File: src/rtl/rca_config_pkg.sv
// rca_config: shared RCA constants and the LSQ entry/state types.
package rca_config;

   localparam int unsigned XLEN          = 32;
   localparam int unsigned GRID_NUM_ROWS = 4;

   // One queued memory operation as captured from a grid row.
   typedef struct packed {
      logic [XLEN-1:0] addr;
      logic [XLEN-1:0] data;
      logic [2:0]      fn3;
      logic            load;
      logic            store;
   } rca_lsq_entry_t;

   typedef enum logic [1:0] {
      IDLE,
      ACQUIRE,
      ISSUE,
      RELEASE
   } rca_lsq_state_t;

endpackage

File: src/rtl/rca_lsq_scheduler_fifo.sv
// rca_lsq_fifo: small issue FIFO of rca_lsq_entry_t with an explicit
// occupancy count so full and empty are unambiguous when pointers meet.
module rca_lsq_fifo
   import rca_config::*;
#(
   parameter int unsigned FIFO_DEPTH = 4
) (
   input  logic                          clk,
   input  logic                          rst,
   input  logic                          push,
   input  rca_lsq_entry_t                push_entry,
   input  logic                          pop,
   output rca_lsq_entry_t                head,
   output logic                          full,
   output logic                          empty,
   output logic [$clog2(FIFO_DEPTH):0]   count
);

   localparam int unsigned PW = $clog2(FIFO_DEPTH);
   localparam int unsigned CW = PW + 1;

   rca_lsq_entry_t mem [FIFO_DEPTH];
   logic [PW-1:0]  wr_ptr;
   logic [PW-1:0]  rd_ptr;
   logic           do_push;
   logic           do_pop;

   assign empty   = (count == '0);
   assign full    = (count == CW'(FIFO_DEPTH));
   assign do_pop  = pop && !empty;
   // A pop on a full FIFO frees the slot this same cycle's push lands in.
   assign do_push = push && (!full || do_pop);
   assign head    = mem[rd_ptr];

   // Pointer and occupancy bookkeeping; pointers wrap naturally.
   always_ff @(posedge clk) begin
      if (rst) begin
         wr_ptr <= '0;
         rd_ptr <= '0;
         count  <= '0;
      end else begin
         if (do_push) wr_ptr <= wr_ptr + 1'b1;
         if (do_pop)  rd_ptr <= rd_ptr + 1'b1;
         count <= count + CW'(do_push) - CW'(do_pop);
      end
   end

   // Entry storage; contents are only meaningful while counted as occupied.
   always_ff @(posedge clk) begin
      if (do_push) mem[wr_ptr] <= push_entry;
   end

endmodule

File: src/rtl/rca_lsq_scheduler.sv
// rca_lsq_scheduler: captures per-row grid load/store requests, serialises
// them in row order into the issue FIFO and drives the shared LSU while
// holding rca_lsu_lock.
// Optional: define RCA_LSQ_PERF_COUNTERS_EN for perf_issued,
// perf_lsu_stall and perf_grid_stall saturating counters.
module rca_lsq_scheduler
   import rca_config::*;
#(
   parameter int unsigned NUM_ROWS   = GRID_NUM_ROWS,
   parameter int unsigned FIFO_DEPTH = 4
) (
   input  logic                           clk,
   input  logic                           rst,
   input  logic [NUM_ROWS-1:0][XLEN-1:0]  grid_addr,
   input  logic [NUM_ROWS-1:0][XLEN-1:0]  grid_data,
   input  logic [NUM_ROWS-1:0][XLEN-1:0]  grid_fn3,
   input  logic [NUM_ROWS-1:0]            grid_load,
   input  logic [NUM_ROWS-1:0]            grid_store,
   input  logic [NUM_ROWS-1:0]            grid_new_request,
   output logic                           grid_fifo_full,
   output logic [XLEN-1:0]                lsu_rs1,
   output logic [XLEN-1:0]                lsu_rs2,
   output logic [2:0]                     lsu_fn3,
   output logic                           lsu_load,
   output logic                           lsu_store,
   output logic                           lsu_new_request,
   output logic                           rca_lsu_lock,
   input  logic                           lsu_ready
`ifdef RCA_LSQ_PERF_COUNTERS_EN
   ,
   output logic [31:0]                    perf_issued,
   output logic [31:0]                    perf_lsu_stall,
   output logic [31:0]                    perf_grid_stall
`endif
);

   localparam int unsigned IW = (NUM_ROWS > 1) ? $clog2(NUM_ROWS) : 1;
   localparam int unsigned CW = $clog2(FIFO_DEPTH) + 1;

   rca_lsq_state_t      state;
   rca_lsq_state_t      state_next;
   rca_lsq_entry_t      slot [NUM_ROWS];
   logic [NUM_ROWS-1:0] slot_valid;
   logic [NUM_ROWS-1:0] slot_valid_next;
   logic [NUM_ROWS-1:0] accept;
   logic                any_accept;
   logic                sel_valid;
   logic [IW-1:0]       sel_idx;
   rca_lsq_entry_t      fifo_head;
   logic                fifo_full;
   logic                fifo_empty;
   logic [CW-1:0]       fifo_count;
   logic [CW-1:0]       count_next;
   logic                push;
   logic                pop;
   logic                issue;
   logic                full_next;
   logic                unused_fn3_hi;

   // Row acceptance: only while not back-pressured and with exactly one of load/store.
   always_comb begin
      accept = '0;
      for (int unsigned i = 0; i < NUM_ROWS; i++) begin
         accept[i] = grid_new_request[i] && !grid_fifo_full && (grid_load[i] ^ grid_store[i]);
      end
   end

   assign any_accept = |accept;

   // Only funct3[2:0] is meaningful; upper bits are deliberately ignored.
   always_comb begin
      unused_fn3_hi = 1'b0;
      for (int unsigned i = 0; i < NUM_ROWS; i++) begin
         unused_fn3_hi = unused_fn3_hi ^ (^grid_fn3[i][XLEN-1:3]);
      end
   end

   // Fixed-priority encoder: lowest row index is oldest in program order.
   always_comb begin
      sel_valid = 1'b0;
      sel_idx   = '0;
      for (int unsigned i = NUM_ROWS; i > 0; i--) begin
         if (slot_valid[i-1]) begin
            sel_valid = 1'b1;
            sel_idx   = IW'(i - 1);
         end
      end
   end

   assign pop  = issue && lsu_ready;
   assign push = sel_valid && (!fifo_full || pop);

   // Next slot occupancy and registered back-pressure derived from next-cycle state.
   always_comb begin
      slot_valid_next = slot_valid;
      for (int unsigned i = 0; i < NUM_ROWS; i++) begin
         if (accept[i]) begin
            slot_valid_next[i] = 1'b1;
         end else if (push && (sel_idx == IW'(i))) begin
            slot_valid_next[i] = 1'b0;
         end
      end
      count_next = fifo_count + CW'(push) - CW'(pop);
      full_next  = (|slot_valid_next) ||
                   (int'(count_next) > (int'(FIFO_DEPTH) - int'(NUM_ROWS)));
   end

   // Slot valid bits, back-pressure flag and FSM state.
   always_ff @(posedge clk) begin
      if (rst) begin
         slot_valid     <= '0;
         grid_fifo_full <= 1'b0;
         state          <= IDLE;
      end else begin
         slot_valid     <= slot_valid_next;
         grid_fifo_full <= full_next;
         state          <= state_next;
      end
   end

   // Slot payload capture; payload is qualified by slot_valid.
   always_ff @(posedge clk) begin
      for (int unsigned i = 0; i < NUM_ROWS; i++) begin
         if (accept[i]) begin
            slot[i] <= '{addr:  grid_addr[i],
                         data:  grid_data[i],
                         fn3:   grid_fn3[i][2:0],
                         load:  grid_load[i],
                         store: grid_store[i]};
         end
      end
   end

   rca_lsq_fifo #(
      .FIFO_DEPTH (FIFO_DEPTH)
   ) u_fifo (
      .clk        (clk),
      .rst        (rst),
      .push       (push),
      .push_entry (slot[sel_idx]),
      .pop        (pop),
      .head       (fifo_head),
      .full       (fifo_full),
      .empty      (fifo_empty),
      .count      (fifo_count)
   );

   // LSU ownership FSM: next state, lock and issue-valid.
   always_comb begin
      state_next   = state;
      rca_lsu_lock = 1'b1;
      issue        = 1'b0;
      case (state)
         IDLE: begin
            rca_lsu_lock = 1'b0;
            if (any_accept) state_next = ACQUIRE;
         end
         ACQUIRE: begin
            if (lsu_ready) state_next = ISSUE;
         end
         ISSUE: begin
            issue = !fifo_empty;
            // An empty FIFO implies no pop this cycle.
            if (!(|slot_valid) && fifo_empty && !any_accept) state_next = RELEASE;
         end
         RELEASE: begin
            if (any_accept) begin
               state_next = ISSUE;
            end else if (lsu_ready) begin
               state_next = IDLE;
            end
         end
         default: begin
            state_next   = IDLE;
            rca_lsu_lock = 1'b0;
         end
      endcase
   end

   // Head of FIFO to the LSU; zero whenever no operation is being offered.
   assign lsu_new_request = issue;
   assign lsu_rs1         = issue ? fifo_head.addr  : '0;
   assign lsu_rs2         = issue ? fifo_head.data  : '0;
   assign lsu_fn3         = issue ? fifo_head.fn3   : '0;
   assign lsu_load        = issue && fifo_head.load;
   assign lsu_store       = issue && fifo_head.store;

`ifdef RCA_LSQ_PERF_COUNTERS_EN
   // Saturating performance counters.
   always_ff @(posedge clk) begin
      if (rst) begin
         perf_issued     <= '0;
         perf_lsu_stall  <= '0;
         perf_grid_stall <= '0;
      end else begin
         if (pop && (perf_issued != '1)) perf_issued <= perf_issued + 32'd1;
         if (issue && !lsu_ready && (perf_lsu_stall != '1)) perf_lsu_stall <= perf_lsu_stall + 32'd1;
         if (grid_fifo_full && (|grid_new_request) && (perf_grid_stall != '1)) begin
            perf_grid_stall <= perf_grid_stall + 32'd1;
         end
      end
   end
`endif

`ifndef SYNTHESIS
   // Flag rows that present load and store together; such requests are dropped.
   always_ff @(posedge clk) begin
      if (!rst) begin
         for (int unsigned i = 0; i < NUM_ROWS; i++) begin
            assert (!(grid_new_request[i] && !grid_fifo_full && grid_load[i] && grid_store[i]))
               else $warning("rca_lsq_scheduler: row %0d presented load and store together, request dropped", i);
         end
      end
   end
`endif

endmodule

File: config.mk
export PLATFORM = sky130hd
export DESIGN_NAME = rca_lsq_scheduler
export DESIGN_NICKNAME = d
export VERILOG_FILES = /design/src/rtl/rca_config_pkg.sv /design/src/rtl/rca_lsq_scheduler_fifo.sv /design/src/rtl/rca_lsq_scheduler.sv
export SDC_FILE = /design/constraint.sdc
export NUM_CORES = 1
export LEC_CHECK = 0
export CAP_MARGIN = 5
export CORE_MARGIN = 8
export CORE_UTILIZATION = 50
export DETAILED_ROUTE_END_ITERATION = 7
export PLACE_DENSITY_LB_ADDON = 0.12
export SETUP_SLACK_MARGIN = 0.15
export SLEW_MARGIN = 20
export SYNTH_ARGS = -nofsm -noshare
export SYNTH_HDL_FRONTEND = slang
export SYNTH_SLANG_ARGS = --single-unit
File: constraint.sdc
create_clock -name clk -period 9.41 [get_ports clk]
set_clock_uncertainty 0.1 [all_clocks]
set_input_delay 0.941 -clock clk [delete_from_list [all_inputs] [get_ports clk]]
set_output_delay 0.941 -clock clk [all_outputs]
set_load 0.05 [all_outputs]
## After elaboration in Yosys (flattened, before gate mapping)

Memory sizes are Yosys's and may differ from the RTL's. A register that Yosys moved wholly into a read port is not among the register bits.
Cells that the tools add are included.

- Memories: 2
- Output and inout bits: 72
- Flip-flop bits (word level): 14
- Logic and storage cells: 104
- Input bits: 399
- Bits in writable memories: 552

Memory list:

| name | depth | bits a word | read ports | clocked after memory_dff | wr ports | line | RTL |
|---|---|---|---|---|---|---|---|
| slot | 4 | 69 | 1 | 0 | 4 | rca_lsq_scheduler.sv:42 | `rca_lsq_entry_t slot [NUM_ROWS];` |
| u_fifo.mem | 4 | 69 | 1 | 1 | 1 | rca_lsq_scheduler_fifo.sv:22 | `rca_lsq_entry_t mem [FIFO_DEPTH];` |

- $add $sub $neg: 6
- Reductions and logical operators: 35
- Eq/ne operators: 11
- Multiplexer cells: 39
- $lt $le $gt $ge: 1
- Bitwise gates (word level): 4

Operators with widths:

| kind | count |
|---|---|
| 32-bit 2-to-1 mux | 2 |
| 1-bit 2-to-1 mux | 24 |
| 2-bit 2-to-1 mux | 11 |
| 1-bit logical AND | 20 |
| 4-bit OR reduction | 3 |
| 2-bit equality test, second input constant | 4 |
| 2-bit one-hot mux with 4 select lines | 1 |
| 3-bit by 1-bit adder with 3-bit output | 2 |
| 2-bit != test, second input constant | 3 |
| 3-bit by 1-bit subtractor with 3-bit output | 2 |
| 1-bit zero test | 5 |
| 2-bit by 1-bit adder with 2-bit output, second input constant | 2 |
| 2-bit by 1-bit equality test with 1-bit output, second input constant | 2 |
| 2-bit zero test | 2 |
| 4-bit AND reduction | 1 |
| 1-bit XOR | 4 |
| 3-bit equality test, second input constant | 1 |
| 3-bit by 1-bit > comparator with 1-bit output, second input constant | 1 |
| 3-bit zero test | 1 |
| 1-bit logical OR | 3 |
| 3-bit 2-to-1 mux | 1 |
| 3-bit != test, second input constant | 1 |

## Depth between registers and ports, before layout

- Depth in word-level cells: 11
- Mapped depth: 10
- Depth with buffers taken out: 9

## Modules after synthesis

From an unflattened synthesis, not the netlist that was laid out.

- Cells, all modules: 1063
- Area total of the unflattened synthesis: 21053.9 µm²

Modules (own cells, without submodules):

| module | sequential area each (µm²) | times used | cells each | area an instance (µm²) |
|---|---|---|---|---|
| rca_lsq_scheduler | 8428.1 | 1 | 655 | 10617.7 |
| rca_lsq_fifo | 8468.1 | 1 | 408 | 10436.3 |

## Worst setup path before layout

No wires, ideal clock.

- Path type: in2reg
- From: in grid_load[1]
- To: reg state[0]
- Setup time: 0.111 ns
- Arrival: 7.386 ns
- Data required time: 9.199 ns
- Path buffers: 0
- Stages on the path: 4
- Setup slack: 1.814 ns
- Path through: xnor2_1 > nor3b_1 > nor3_1 > a2111oi_2

- Word-level cells in the longest chain between the ends: 7
- Elaborated cells between the ends (all ways): 11
- Classes of those cells: 3 x eq/ne; 2 x mux; 1 x bitwise; 5 x reduce/logical

RTL lines:

| what | line | RTL |
|---|---|---|
| start, declared | rca_lsq_scheduler.sv:17 | `input logic [NUM_ROWS-1:0] grid_load,` |
| 1-bit XOR (*) | rca_lsq_scheduler.sv:64 | `accept[i] = grid_new_request[i] && !grid_fifo_full && (grid_load[i] ^ grid_store[i]);` |
| 1-bit logical AND (*) | rca_lsq_scheduler.sv:64 |  |
| named net accept[1] | rca_lsq_scheduler.sv:45 | `logic [NUM_ROWS-1:0] accept;` |
| 4-bit OR reduction (*) | rca_lsq_scheduler.sv:68 | `assign any_accept = \|accept;` |
| 1-bit zero test | rca_lsq_scheduler.sv:164 | `if (!(\|slot_valid) && fifo_empty && !any_accept) state_next = RELEASE;` |
| 1-bit logical AND | rca_lsq_scheduler.sv:164 |  |
| 2-bit != test (no line) | - |  |
| 4-bit AND reduction (no line) | - |  |
| end signal, assigned | rca_lsq_scheduler.sv:117 | `state <= state_next;` |
| end, declared | rca_lsq_scheduler.sv:40 | `rca_lsq_state_t state;` |

Mark *: on every way through the listed nets, which the timed path passes. The rest lies on a longest branch.
A chain may end at the register's enable or synchronous reset.

==> results.toml <==
[outcome]
status = "complete, no violations"

[detailed_routing]
final_antenna_net_count = 0
drt_wl_total_um = 52200
drc_errors = 0
routed_via_density = 5.72
first_iter_violations = 1110
num_vias = 11593
wl_per_cell_um = 25.7
firstDrtPassIters = 5

[worst_setup_path]
crit_fanout = 43
startpoint_type = "flip-flop"
r2r-start = "u_fifo.count[0]$_SDFF_PP0_"
max_stage_delay_ps = 810
cp_top_family = "buffers and inverters"
crit_chain = "buf_4, mux4_2, and3_1, clkdlybuf4s50_1"
arrival_ps = 3780
cp_num_buf_inv = 2
crit_end = "lsu_rs2[3]"
required_ps = 8370
cp.depth = 4
reg2reg_depth = 9
rrSetupSlack_ps = 6280
critPathSlowestCell = "clkdlybuf4s50_1"
reg2reg_to = "grid_fifo_full$_SDFF_PP0_"
critPathKind = "reg2out"
endpoint_kind = "primary output"

[sta]
setup_viol_count_final = 0
holdWs_ps = 432
min_period_ps = 4820
setup-tns-final_ps = 0
min_period_over_period = 0.512
hold_viol_final = 0
worst_slew_pin_slew_ps = 1010
rsz0062_at_grt = "no"
fmax_mhz = 208
slew_headroom = 0.329
slew_violations = 0
setup_slack_ps = 4590

[clock_tree]
cts_resized = 0
cts.sinks = 568
clk_path_buf_depth = 3
cts_tree = "built"
cts_setup_buffers = 0
cts_root_buffer = "clkbuf_16"
clk-insertion-delay-late_ps = 590
cts_buffers = 56
htreeDepth = 2
postCtsHoldBufs = 0
clk_pin_slew_ps = 60

[final_layout]
multi_input_area_sq_mm = 0.00387
final_nets = 1845
drive_gt1_frac = 0.125
syn_to_final_growth_pct = 28.2
instances_no_fill = 2026
fillers = 2963
register_area_sq_mm = 0.0169

[synth]
ys_warn_count = 0
async_reset_ff_frac = 0
yosys.area_share.xor_xnor = 0.00458
ys_seq_elements = 568
synth.net_count = 1480
synth_area_sq_mm = 0.0211
synth_fa_ha_area_frac = 0.00606
synthSimpleGateAreaFrac = 0.0571
synth.top_cells.by_area = "edfxtp_1, mux4_2, a222oi_1"
synth_seq_area_share = 0.802
synth.largest_area_cell = "edfxtp_1"
synth_top_family_by_area = "multiplexers"
muxShareOfSynthArea = 0.0743
synthFlopType = "edfxtp_1"
yosysUniqueCellTypes = 43
synth_compound_area_frac = 0.0389
yosysTopAreaCellShare = 0.787
synth_edf_count = 552
netlist_instances = 1072
avgSynthCellArea_sq_um = 19.6

[die]
dieArea_sq_mm = 0.0489
initial_core_util = 0.504
die_x_um = 221
ios = 471
core_area_sq_mm = 0.0418
die_h_um = 221
rows = 75

[placement]
gp_congestion = 0.751
numPortBuffers = 354
placedCellCount = 1917
dp_slack_ps = 5080
dp_hpwl_um = 31200

[power_and_ir_drop]
total_power_mw = 6.75
powerDensity_mw_per_mm2 = 250
leakage_nw = 9.05
ir_drop_mv = 0.194

[job]
maxCapViolations = 0

[grt]
grt_remaining_overflow = 0
grt_pass1_vias = 12443
antenna_found_initial = 3
grt_max_degree = 73
grt.total_usage = 0.210
grt_pass1_wl_um = 77800

[worst_hold_path]
hp-start = "u_fifo.rd_ptr[0]$_SDFFE_PP0P_"
min_path_type = "reg2reg"
-- synth_stat cells (2+ instances only) --
cell / instances
buf_4: 3
fa_1: 2
edfxtp_1: 552
a21oi_1: 7
nand2_1: 140
xor2_1: 3
and3_1: 69
and2_1: 6
a222oi_1: 69
buf_1: 2
ha_1: 7
buf_2: 13
nor3_1: 6
nor2b_1: 4
xnor2_1: 8
o21ai_0: 2
dfxtp_1: 16
inv_1: 12
buf_6: 4
mux4_2: 69
clkbuf_1: 44
nor3b_1: 3
nor2_1: 11
-- worst min-delay path by stage --
stage / to / slack, ps / depth (start not counted)
2_1_floorplan: state[1]$_SDFFE_PP0P_ / 380 / 1
3_3_place_gp: flip-flop / 400 / 2
3_5_place_dp: u_fifo.rd_ptr[0]$_SDFFE_PP0P_ / 410 / 2
4_1_cts: u_fifo.rd_ptr[0]$_SDFFE_PP0P_ / 430 / 2
5_1_grt: u_fifo.rd_ptr[0]$_SDFFE_PP0P_ / 460 / 2
6_report: flip-flop / 430 / 2
-- layer usage --
layer,share of wire,vias up,wire [um],global-route usage
li1,-,5105,-,-
met1,0.41,6007,21500,0.272
met2,0.50,418,25900,0.351
met3,0.072,63,3730,0.0451
met4,0.020,0,1030,0.0669
met5,0,-,0,0
-- where the power goes --
| group | leakage (nW) | internal (mW) | switching [mW] |
|---|---|---|---|
| sequential | 5.20 | 3.27 | 0.0965 |
| combinational | 2.98 | 0.432 | 0.778 |
| clock | 0.875 | 1.27 | 0.908 |
| total | 9.05 | 4.97 | 1.78 |
-- cell families (layout without fill, tap and decap cells) --
| family | after synthesis | in the layout |
|---|---|---|
| XOR/XNOR | 11 | 11 |
| AND/OR/NAND/NOR | 249 | 249 |
| adder cells (fa/ha/maj) | 9 | 9 |
| AO/OA/AOI/OAI | 87 | 87 |
| flip-flops | 568 | 568 |
| multiplexers | 70 | 70 |
| other | 0 | 4 |
| buffers and inverters | 78 | 489 |
-- cell usage in the layout, fill, tap and decap left out, types with 2 or more instances in the layout --
| master | instances |
|---|---|
| a21oi_1 | 7 |
| a222oi_1 | 69 |
| and2_4 | 5 |
| and3_1 | 69 |
| buf_4 | 18 |
| bufinv_16 | 6 |
| clkbuf_1 | 13 |
| clkbuf_16 | 57 |
| clkdlybuf4s50_1 | 354 |
| clkinv_1 | 13 |
| clkinv_2 | 11 |
| clkinvlp_4 | 2 |
| dfxtp_1 | 14 |
| dfxtp_4 | 2 |
| diode_2 | 4 |
| edfxtp_1 | 552 |
| fa_1 | 2 |
| ha_1 | 7 |
| inv_1 | 12 |
| inv_6 | 2 |
| mux4_2 | 69 |
| nand2_1 | 140 |
| nor2_1 | 10 |
| nor2b_1 | 2 |
| nor2b_4 | 2 |
| nor3_1 | 5 |
| nor3b_2 | 2 |
| o21ai_0 | 2 |
| xnor2_1 | 8 |
| xor2_1 | 3 |
-- per-stage QoR --
stage | cell area (sq um) | util
3_3_place_gp | 25200 | 0.603
2_1_floorplan | 21100 | -
5_1_grt | 27000 | 0.647
3_5_place_dp | 25200 | 0.603
6_report | 27000 | 0.647
4_1_cts | 27000 | 0.646
-- registers in the layout, indices dropped and copies added (netlist names), named ones only --
name            cells
u_fifo.mem        276
grid_fifo_full      1
u_fifo.wr_ptr       2
slot              276
u_fifo.rd_ptr       2
state               2
slot_valid          4
u_fifo.count        3
-- layout make-up --
cell class | count | share of cell area
sequential | 568 | 0.626
multi-input combinational | 426 | 0.143
timing repair buffer | 373 | 0.137
clock buffer | 70 | 0.0546
tap | 539 | 0.0250
clock inverter | 34 | 0.0117
inverter | 12 | 0.00167
antenna | 4 | 0.000371
-- tightest hold or removal path, stage by stage (launching register included) --
cell and delay, ps:
dfxtp_1 340, xor2_1 90, nor2_1 70
No activity file was read; power rests on OpenSTA's default activity.
